==> src/rtl/led_sequencer_if.sv <==
// Configuration register bus for led_sequencer: write/read strobes, address,
// write data and the registered read-back pair.
interface led_sequencer_if;
    logic       cfg_we;
    logic       cfg_re;
    logic [1:0] cfg_addr;
    logic [7:0] cfg_wdata;
    logic [7:0] cfg_rdata;
    logic       cfg_rvalid;

    modport master (
        output cfg_we, cfg_re, cfg_addr, cfg_wdata,
        input  cfg_rdata, cfg_rvalid
    );

    modport slave (
        input  cfg_we, cfg_re, cfg_addr, cfg_wdata,
        output cfg_rdata, cfg_rvalid
    );
endinterface

==> src/rtl/led_sequencer.sv <==
// Register-programmed red/green LED blink sequencer with phase-boundary mode changes.
// Define LED_PWM_EN to build the optional DUTY-controlled PWM dimming of lit LEDs.
module led_sequencer #(
    parameter int unsigned TICK_DIV = 1000
) (
    input  logic           xclk,
    input  logic           rst,
    led_sequencer_if.slave cfg,
    output logic           led_r,
    output logic           led_g,
    output logic           done
);
    typedef enum logic [1:0] {
        MODE_OFF   = 2'd0,
        MODE_ALT   = 2'd1,
        MODE_SYNC  = 2'd2,
        MODE_BURST = 2'd3
    } mode_e;

    localparam logic [15:0] PRESC_MAX = 16'(TICK_DIV - 1);

    mode_e       mode_q, mode_d, pend_q, pend_d, wmode;
    logic        pend_v_q, pend_v_d;
    logic [7:0]  half_q, half_d, half_act_q, half_act_d;
    logic [7:0]  burst_q, burst_d, bcnt_q, bcnt_d, tcnt_q, tcnt_d;
    logic [7:0]  rdata_q, rdata_d, half_eff;
    logic [15:0] presc_q, presc_d;
    logic        phase_q, phase_d, fin_q, fin_d, rvalid_q, rvalid_d;
    logic        led_r_q, led_r_d, led_g_q, led_g_d, done_q, done_d;
    logic        tick, boundary, pat_r, pat_g, pwm_on;
    logic [1:0]  mode_rd;
`ifdef LED_PWM_EN
    logic [7:0]  duty_q, duty_d;
    logic [3:0]  pwm_q, pwm_d;
`endif

    always_comb begin
        half_eff   = (half_act_q == 8'd0) ? 8'd1 : half_act_q;
        tick       = (mode_q != MODE_OFF) && (presc_q == PRESC_MAX);
        boundary   = tick && (tcnt_q == half_eff - 8'd1);
        wmode      = mode_e'(cfg.cfg_wdata[1:0]);

        mode_d     = mode_q;
        pend_d     = pend_q;
        pend_v_d   = pend_v_q;
        half_d     = half_q;
        half_act_d = half_act_q;
        burst_d    = burst_q;
        bcnt_d     = bcnt_q;
        tcnt_d     = tcnt_q;
        presc_d    = presc_q;
        phase_d    = phase_q;
        fin_d      = 1'b0;
`ifdef LED_PWM_EN
        duty_d     = duty_q;
        pwm_d      = pwm_q + 4'd1;
`endif

        if (mode_q != MODE_OFF) begin
            presc_d = tick ? '0 : presc_q + 16'd1;
            if (tick) begin
                tcnt_d = boundary ? '0 : tcnt_q + 8'd1;
            end
            if (boundary) begin
                phase_d    = ~phase_q;
                half_act_d = half_q;
                if (pend_v_q) begin
                    mode_d   = pend_q;
                    pend_v_d = 1'b0;
                    phase_d  = 1'b0;
                    bcnt_d   = '0;
                end else if (mode_q == MODE_BURST && phase_q) begin
                    if (bcnt_q + 8'd1 >= burst_q) begin
                        mode_d  = MODE_OFF;
                        phase_d = 1'b0;
                        bcnt_d  = '0;
                        fin_d   = 1'b1;
                    end else begin
                        bcnt_d = bcnt_q + 8'd1;
                    end
                end
            end
        end

        // Decisions use mode_d so a write landing on a burst-end boundary starts cleanly from OFF
        if (cfg.cfg_we) begin
            case (cfg.cfg_addr)
                2'd0: begin
                    if (wmode == MODE_OFF || mode_d == MODE_OFF) begin
                        mode_d     = wmode;
                        pend_v_d   = 1'b0;
                        presc_d    = '0;
                        tcnt_d     = '0;
                        phase_d    = 1'b0;
                        bcnt_d     = '0;
                        half_act_d = half_q;
                    end else if (wmode != mode_d) begin
                        pend_d   = wmode;
                        pend_v_d = 1'b1;
                    end
                end
                2'd1: half_d  = cfg.cfg_wdata;
                2'd2: burst_d = cfg.cfg_wdata;
                default: begin
`ifdef LED_PWM_EN
                    duty_d = cfg.cfg_wdata;
`endif
                end
            endcase
        end

        pat_r = 1'b0;
        pat_g = 1'b0;
        case (mode_q)
            MODE_ALT: begin
                pat_r = ~phase_q;
                pat_g = phase_q;
            end
            MODE_SYNC: begin
                pat_r = ~phase_q;
                pat_g = ~phase_q;
            end
            MODE_BURST: begin
                pat_r = ~phase_q && (burst_q != 8'd0);
                pat_g = pat_r;
            end
            default: ;
        endcase

`ifdef LED_PWM_EN
        pwm_on = (pwm_q <= duty_q[3:0]);
`else
        pwm_on = 1'b1;
`endif
        led_r_d  = pat_r & pwm_on;
        led_g_d  = pat_g & pwm_on;
        done_d   = fin_q;

        mode_rd  = pend_v_d ? pend_d : mode_d;
        rvalid_d = cfg.cfg_re;
        rdata_d  = rdata_q;
        if (cfg.cfg_re) begin
            case (cfg.cfg_addr)
                2'd0:    rdata_d = {6'd0, mode_rd};
                2'd1:    rdata_d = half_d;
                2'd2:    rdata_d = burst_d;
`ifdef LED_PWM_EN
                default: rdata_d = duty_d;
`else
                default: rdata_d = 8'd0;
`endif
            endcase
        end
    end

    always_ff @(posedge xclk) begin
        if (rst) begin
            mode_q     <= MODE_OFF;
            pend_q     <= MODE_OFF;
            pend_v_q   <= 1'b0;
            half_q     <= 8'd50;
            half_act_q <= 8'd50;
            burst_q    <= 8'd3;
            bcnt_q     <= '0;
            tcnt_q     <= '0;
            presc_q    <= '0;
            phase_q    <= 1'b0;
            fin_q      <= 1'b0;
            rvalid_q   <= 1'b0;
            rdata_q    <= '0;
            led_r_q    <= 1'b0;
            led_g_q    <= 1'b0;
            done_q     <= 1'b0;
`ifdef LED_PWM_EN
            duty_q     <= 8'd15;
            pwm_q      <= '0;
`endif
        end else begin
            mode_q     <= mode_d;
            pend_q     <= pend_d;
            pend_v_q   <= pend_v_d;
            half_q     <= half_d;
            half_act_q <= half_act_d;
            burst_q    <= burst_d;
            bcnt_q     <= bcnt_d;
            tcnt_q     <= tcnt_d;
            presc_q    <= presc_d;
            phase_q    <= phase_d;
            fin_q      <= fin_d;
            rvalid_q   <= rvalid_d;
            rdata_q    <= rdata_d;
            led_r_q    <= led_r_d;
            led_g_q    <= led_g_d;
            done_q     <= done_d;
`ifdef LED_PWM_EN
            duty_q     <= duty_d;
            pwm_q      <= pwm_d;
`endif
        end
    end

    assign led_r          = led_r_q;
    assign led_g          = led_g_q;
    assign done           = done_q;
    assign cfg.cfg_rdata  = rdata_q;
    assign cfg.cfg_rvalid = rvalid_q;
endmodule

==> src/flat_wrapper.sv <==
// flat-port wrapper written by rule: the top's interface ports become plain ports
module led_sequencer_flat 
#(
    parameter int unsigned TICK_DIV = 1000
)
  (xclk, rst, led_r, led_g, done, cfg_cfg_we, cfg_cfg_re, cfg_cfg_addr, cfg_cfg_wdata, cfg_cfg_rdata, cfg_cfg_rvalid);
  led_sequencer_if cfg_i ();
  input  logic xclk;
  input  logic rst;
  output logic led_r;
  output logic led_g;
  output logic done;
  input wire logic [$bits(cfg_i.cfg_we)-1:0] cfg_cfg_we;
  input wire logic [$bits(cfg_i.cfg_re)-1:0] cfg_cfg_re;
  input wire logic [$bits(cfg_i.cfg_addr)-1:0] cfg_cfg_addr;
  input wire logic [$bits(cfg_i.cfg_wdata)-1:0] cfg_cfg_wdata;
  output wire logic [$bits(cfg_i.cfg_rdata)-1:0] cfg_cfg_rdata;
  output wire logic [$bits(cfg_i.cfg_rvalid)-1:0] cfg_cfg_rvalid;
  assign cfg_i.cfg_we = cfg_cfg_we;
  assign cfg_i.cfg_re = cfg_cfg_re;
  assign cfg_i.cfg_addr = cfg_cfg_addr;
  assign cfg_i.cfg_wdata = cfg_cfg_wdata;
  assign cfg_cfg_rdata = cfg_i.cfg_rdata;
  assign cfg_cfg_rvalid = cfg_i.cfg_rvalid;
  led_sequencer #(.TICK_DIV(TICK_DIV)) u_core (.xclk(xclk), .rst(rst), .cfg(cfg_i), .led_r(led_r), .led_g(led_g), .done(done));
endmodule
==> config.mk <==
export PLATFORM = sky130hd
export DESIGN_NAME = led_sequencer_flat
export DESIGN_NICKNAME = d
export VERILOG_FILES = /design/src/rtl/led_sequencer_if.sv /design/src/rtl/led_sequencer.sv /design/src/flat_wrapper.sv
export SDC_FILE = /design/constraint.sdc
export NUM_CORES = 1
export LEC_CHECK = 0
export ABC_AREA = 1
export CAP_MARGIN = 30
export CORE_MARGIN = 2
export CORE_UTILIZATION = 40
export DETAILED_ROUTE_END_ITERATION = 10
export GPL_TIMING_DRIVEN = 0
export PLACE_DENSITY = 0.55
export SLEW_MARGIN = 0
export SYNTH_ARGS = -nofsm -noshare
export SYNTH_HDL_FRONTEND = slang
export SYNTH_SLANG_ARGS = --single-unit
==> constraint.sdc <==
create_clock -name xclk -period 3.7 [get_ports xclk]
set_input_delay 0.555 -clock xclk [delete_from_list [all_inputs] [get_ports xclk]]
set_output_delay 0.555 -clock xclk [all_outputs]
set_load 0.01 [all_outputs]
==> metrics <==
Setup Viol. Count Final=0; CP Capture Type=register; most frequent cells in the layout=nand2_1, inv_1, dfxtp_1; Final Hold Vio Count=0; Worst Hold Class=reg2reg; synthesized area per cell=about 7 sq um; type of origin of the critical path=register; hold endpoint=u_core.done$_SDFF_PP0_; first-pass GRT wire length=about 18000 um; Root Driver=clkbuf_8; Syn-to-layout area delta=17.5%; Die Footprint=~11000 sq um; initial antenna violation count=0; max incr delay on CP=0.35 ns; CP bufs+invs=5; commonest non-fill, non-tap cell in the layout=nand2_1; Final GP Congestion=roughly 0.9; CP arrival=approximately 3.7 ns; Core Box Area=approximately 10000 sq um; top sig layer=met4; Synth cell types=41; largest family of logic cells by synthesized area=simple AND/OR/NAND/NOR gates; WS Path Type=reg2reg; Highest Clock Rate=0.295 GHz; largest net degree at the start of global routing=14; vias in the first global route=roughly 3700; max-cap viol count=0; post-DR wirelength/cell=14.0 um; reg2reg end=u_core.half_act_q[0]$_SDFF_PP0_; DR pass1 iterations=4; CTS tree=done; Post-Synthesis Cells=approximately 590; WL met2=slightly above 5000 um; Syn Std Cell Area=4240 sq um; Chip Height=around 110 um; Ports=26; Synth warnings=0; fin nets=between 600 and 700; htree depth=3; Post-CTS Hold Buffers=0; multiplexer area fraction after synthesis=1.42%; fillers=between 1000 and 1500; Initial DRC Count=between 150 and 200; Min-Delay Path Depth=2; reg2reg path depth=25; routed vias/inst=roughly 5.1; Slew headroom=between 50% and 60%; Leak=between 2 and 2.5 nW; XOR/XNOR Fraction of Synth Area=under 10%; port buffer count=23; hold_sp=u_core.done_d$_SDFF_PP0_; Final min period=approximately 3.4 ns; maximum VDD drop=around 0.22 mV; final count of pins violating max slew=0; grt total ovfl=0; post-DP HPWL=around 8300 um; global-route usage over all layers=between 10% and 20%; complex-gate fraction of the synthesized area=between 10% and 20%; critical path's most frequent cell=nand2_1; Final WS setup=approximately 0.31 ns; via count=between 3000 and 4000; final routed DRC violation total=0; number of flops mapped to enable cells by yosys=0; WL met3=between 300 and 400 um; Cell Count, Final, Fillers Out=around 780; pre-CTS setup slack=between 0.015 and 0.02 ns; Clock Pin Slew Worst Setup and Hold Paths=0.08 ns; Register-to-Register Setup Slack=0.31 ns; footprint of the multi-input gates=2430 sq um; Final Util=48.3%; Crit-path slowest cell=dfxtp_2; Synth Area in Simple Gates=roughly a third; fraction of layout cells with a size suffix above 1=between 10% and 20%; DRT Wirelength=between 10000 and 15000 um; row cnt=37; clock tree buffer depth=2; Routed Antenna Nets=0; cell area power density=~350 nW/um^2; transition time of the tightest slew-check pin=0.615 ns; Synth async-reset ratio=0%; Die X=about 110 um; placed cell count=751; Total Power=around 1.7 mW; total CTS buffers=9; top_reg_cell synth=dfxtp_1; status=completed; number of diodes=0; Top Family by Delay on Critical Path=simple AND/OR/NAND/NOR gates; Fin Clk Skew=between 0.015 and 0.02 ns; WP data required=approximately 4.0 ns; crit path max fanout=7; Seq. cell area=between 1500 and 2000 sq um; Net Count, Synth=approximately 620; Starting Density=41.1%; WL met1=5120 um; clock sink count=between 70 and 80; FF+latch count, synth=75; Synth Area in Adders=roughly 4.7%; Tcrit/Tclk final=91.6%; Clk Latency, worst-skew pair=about 0.36 ns; worst reg2reg path startpoint=u_core.bcnt_q[0]$_SDFF_PP0_; sequential element share of the synthesized area=between 30% and 40%
[through the flow]
step,area [sq um],TNS (ns),hold WS [ns]
6_report,4990,0,0.416
5_1_grt,4990,-0.0236,0.446
4_1_cts,4860,0,0.423
3_5_place_dp,4640,0,0.409
3_3_place_gp,4640,0,0.406
2_1_floorplan,4240,0,0.388
[cells in the mapped netlist (3+ instances only)]
| master | n | area share (%) |
|---|---|---|
| nor4_1 | 8 | 1.2 |
| nand3_1 | 47 | 5.5 |
| nand2_1 | 104 | 9.2 |
| nor2_1 | 60 | 5.3 |
| o21ai_1 | 3 | 0.35 |
| inv_1 | 74 | 6.5 |
| inv_2 | 8 | 0.71 |
| nand2_2 | 12 | 1.8 |
| nor2_2 | 7 | 1.0 |
| ha_1 | 16 | 4.7 |
| o22ai_1 | 8 | 1.2 |
| dfxtp_1 | 75 | 35 |
| mux2i_1 | 6 | 1.4 |
| nor3_1 | 14 | 1.7 |
| o21ai_0 | 20 | 2.4 |
| clkbuf_1 | 6 | 0.53 |
| clkinv_1 | 5 | 0.44 |
| nand4_1 | 19 | 2.8 |
| xor2_1 | 22 | 4.5 |
| nand2_4 | 3 | 0.80 |
| buf_2 | 3 | 0.35 |
| xnor2_1 | 5 | 1.0 |
| a21oi_1 | 35 | 4.1 |
| a211oi_1 | 7 | 1.2 |
[registers in the layout, summed over array words and instances, names as in the netlist]
| register | count |
|---|---|
| u_core.cfg.cfg_rvalid | 1 |
| u_core.pend_q | 2 |
| u_core.half_act_q | 8 |
| u_core.mode_q | 2 |
| u_core.half_q | 8 |
| u_core.done | 1 |
| u_core.cfg.cfg_rdata | 8 |
| u_core.bcnt_q | 8 |
| u_core.phase_q | 1 |
| u_core.burst_q | 8 |
| u_core.done_d | 1 |
| u_core.pend_v_q | 1 |
| u_core.led_g | 1 |
| u_core.tcnt_q | 8 |
| u_core.presc_q | 16 |
| u_core.led_r | 1 |
[what timing repair did]
item | in CTS | in global routing
buffers inserted | 0 | 9
hold endpoints to repair | 0 | 0
pin swaps | 0 | 10
endpoints found under the setup margin | 3 | 46
gates resized for setup | 1 | 14
[logic make-up after synthesis]
kind of cell,after synthesis
compound gates,84
xor+xnor,27
fa+ha+maj,16
buf+inv,97
flops,75
mux,6
simple gates,287
[how the worst max path moves through the flow]
stage / from / end / slack [ns] / depth (start not counted)
2_1_floorplan: u_core.bcnt_q[2]$_SDFF_PP0_ / u_core.half_act_q[1]$_SDFF_PP1_ / 0.67 / 24
3_3_place_gp: u_core.bcnt_q[2]$_SDFF_PP0_ / u_core.half_act_q[1]$_SDFF_PP1_ / 0.04 / 24
3_5_place_dp: u_core.bcnt_q[2]$_SDFF_PP0_ / u_core.cfg.cfg_rdata[1]$_SDFFE_PP0P_ / 0.02 / 27
4_1_cts: u_core.bcnt_q[2]$_SDFF_PP0_ / u_core.half_act_q[1]$_SDFF_PP1_ / 0.04 / 24
5_1_grt: u_core.bcnt_q[0]$_SDFF_PP0_ / u_core.cfg.cfg_rdata[1]$_SDFFE_PP0P_ / -0.02 / 27
6_report: u_core.bcnt_q[0]$_SDFF_PP0_ / u_core.half_act_q[0]$_SDFF_PP0_ / 0.31 / 25
[layout make-up]
| cell class | instances | area share, % |
|---|---|---|
| Clock inverter | 6 | 1.78 |
| Inverter | 87 | 6.60 |
| Buffer | 10 | 0.828 |
| Clock buffer | 9 | 2.48 |
| Timing Repair Buffer | 32 | 5.92 |
| Sequential cell | 75 | 30.2 |
| Tap cell | 136 | 3.41 |
| Multi-Input combinational cell | 420 | 48.8 |
[worst register-to-register path: stages, from the launching register on]
cell      delay (ns)
dfxtp_2         0.35
inv_1           0.09
nor3_4          0.23
nand3_2         0.14
nor3_4          0.20
xor2_1          0.19
inv_2           0.08
ha_4            0.27
nand2_1         0.08
nor2_2          0.11
nand4_1         0.12
nand3_2         0.10
nand2_2         0.07
nand2_1         0.06
nand2_1         0.06
nand2_1         0.09
nand3_1         0.10
nand2_2         0.09
nand2_2         0.06
nand2_4         0.13
nand2_8         0.10
inv_4           0.13
nor2_8          0.06
clkbuf_2        0.16
buf_4           0.15
a21oi_1         0.12
[power breakdown]
part	internal [mW]	total (mW)	switching (mW)
clock	0.377	0.699	0.322
sequential	0.826	0.841	0.0150
combinational	0.0771	0.210	0.133
total	1.28	1.75	0.470
[routing by layer]
| layer | vias up | track usage (%) |
|---|---|---|
| li1 | 2047 | - |
| met1 | 1839 | 25.8 |
| met2 | 53 | 31.9 |
| met3 | 16 | 3.71 |
| met4 | 0 | 7.24 |
| met5 | - | 0 |
(Power assumes the default switching activity.)
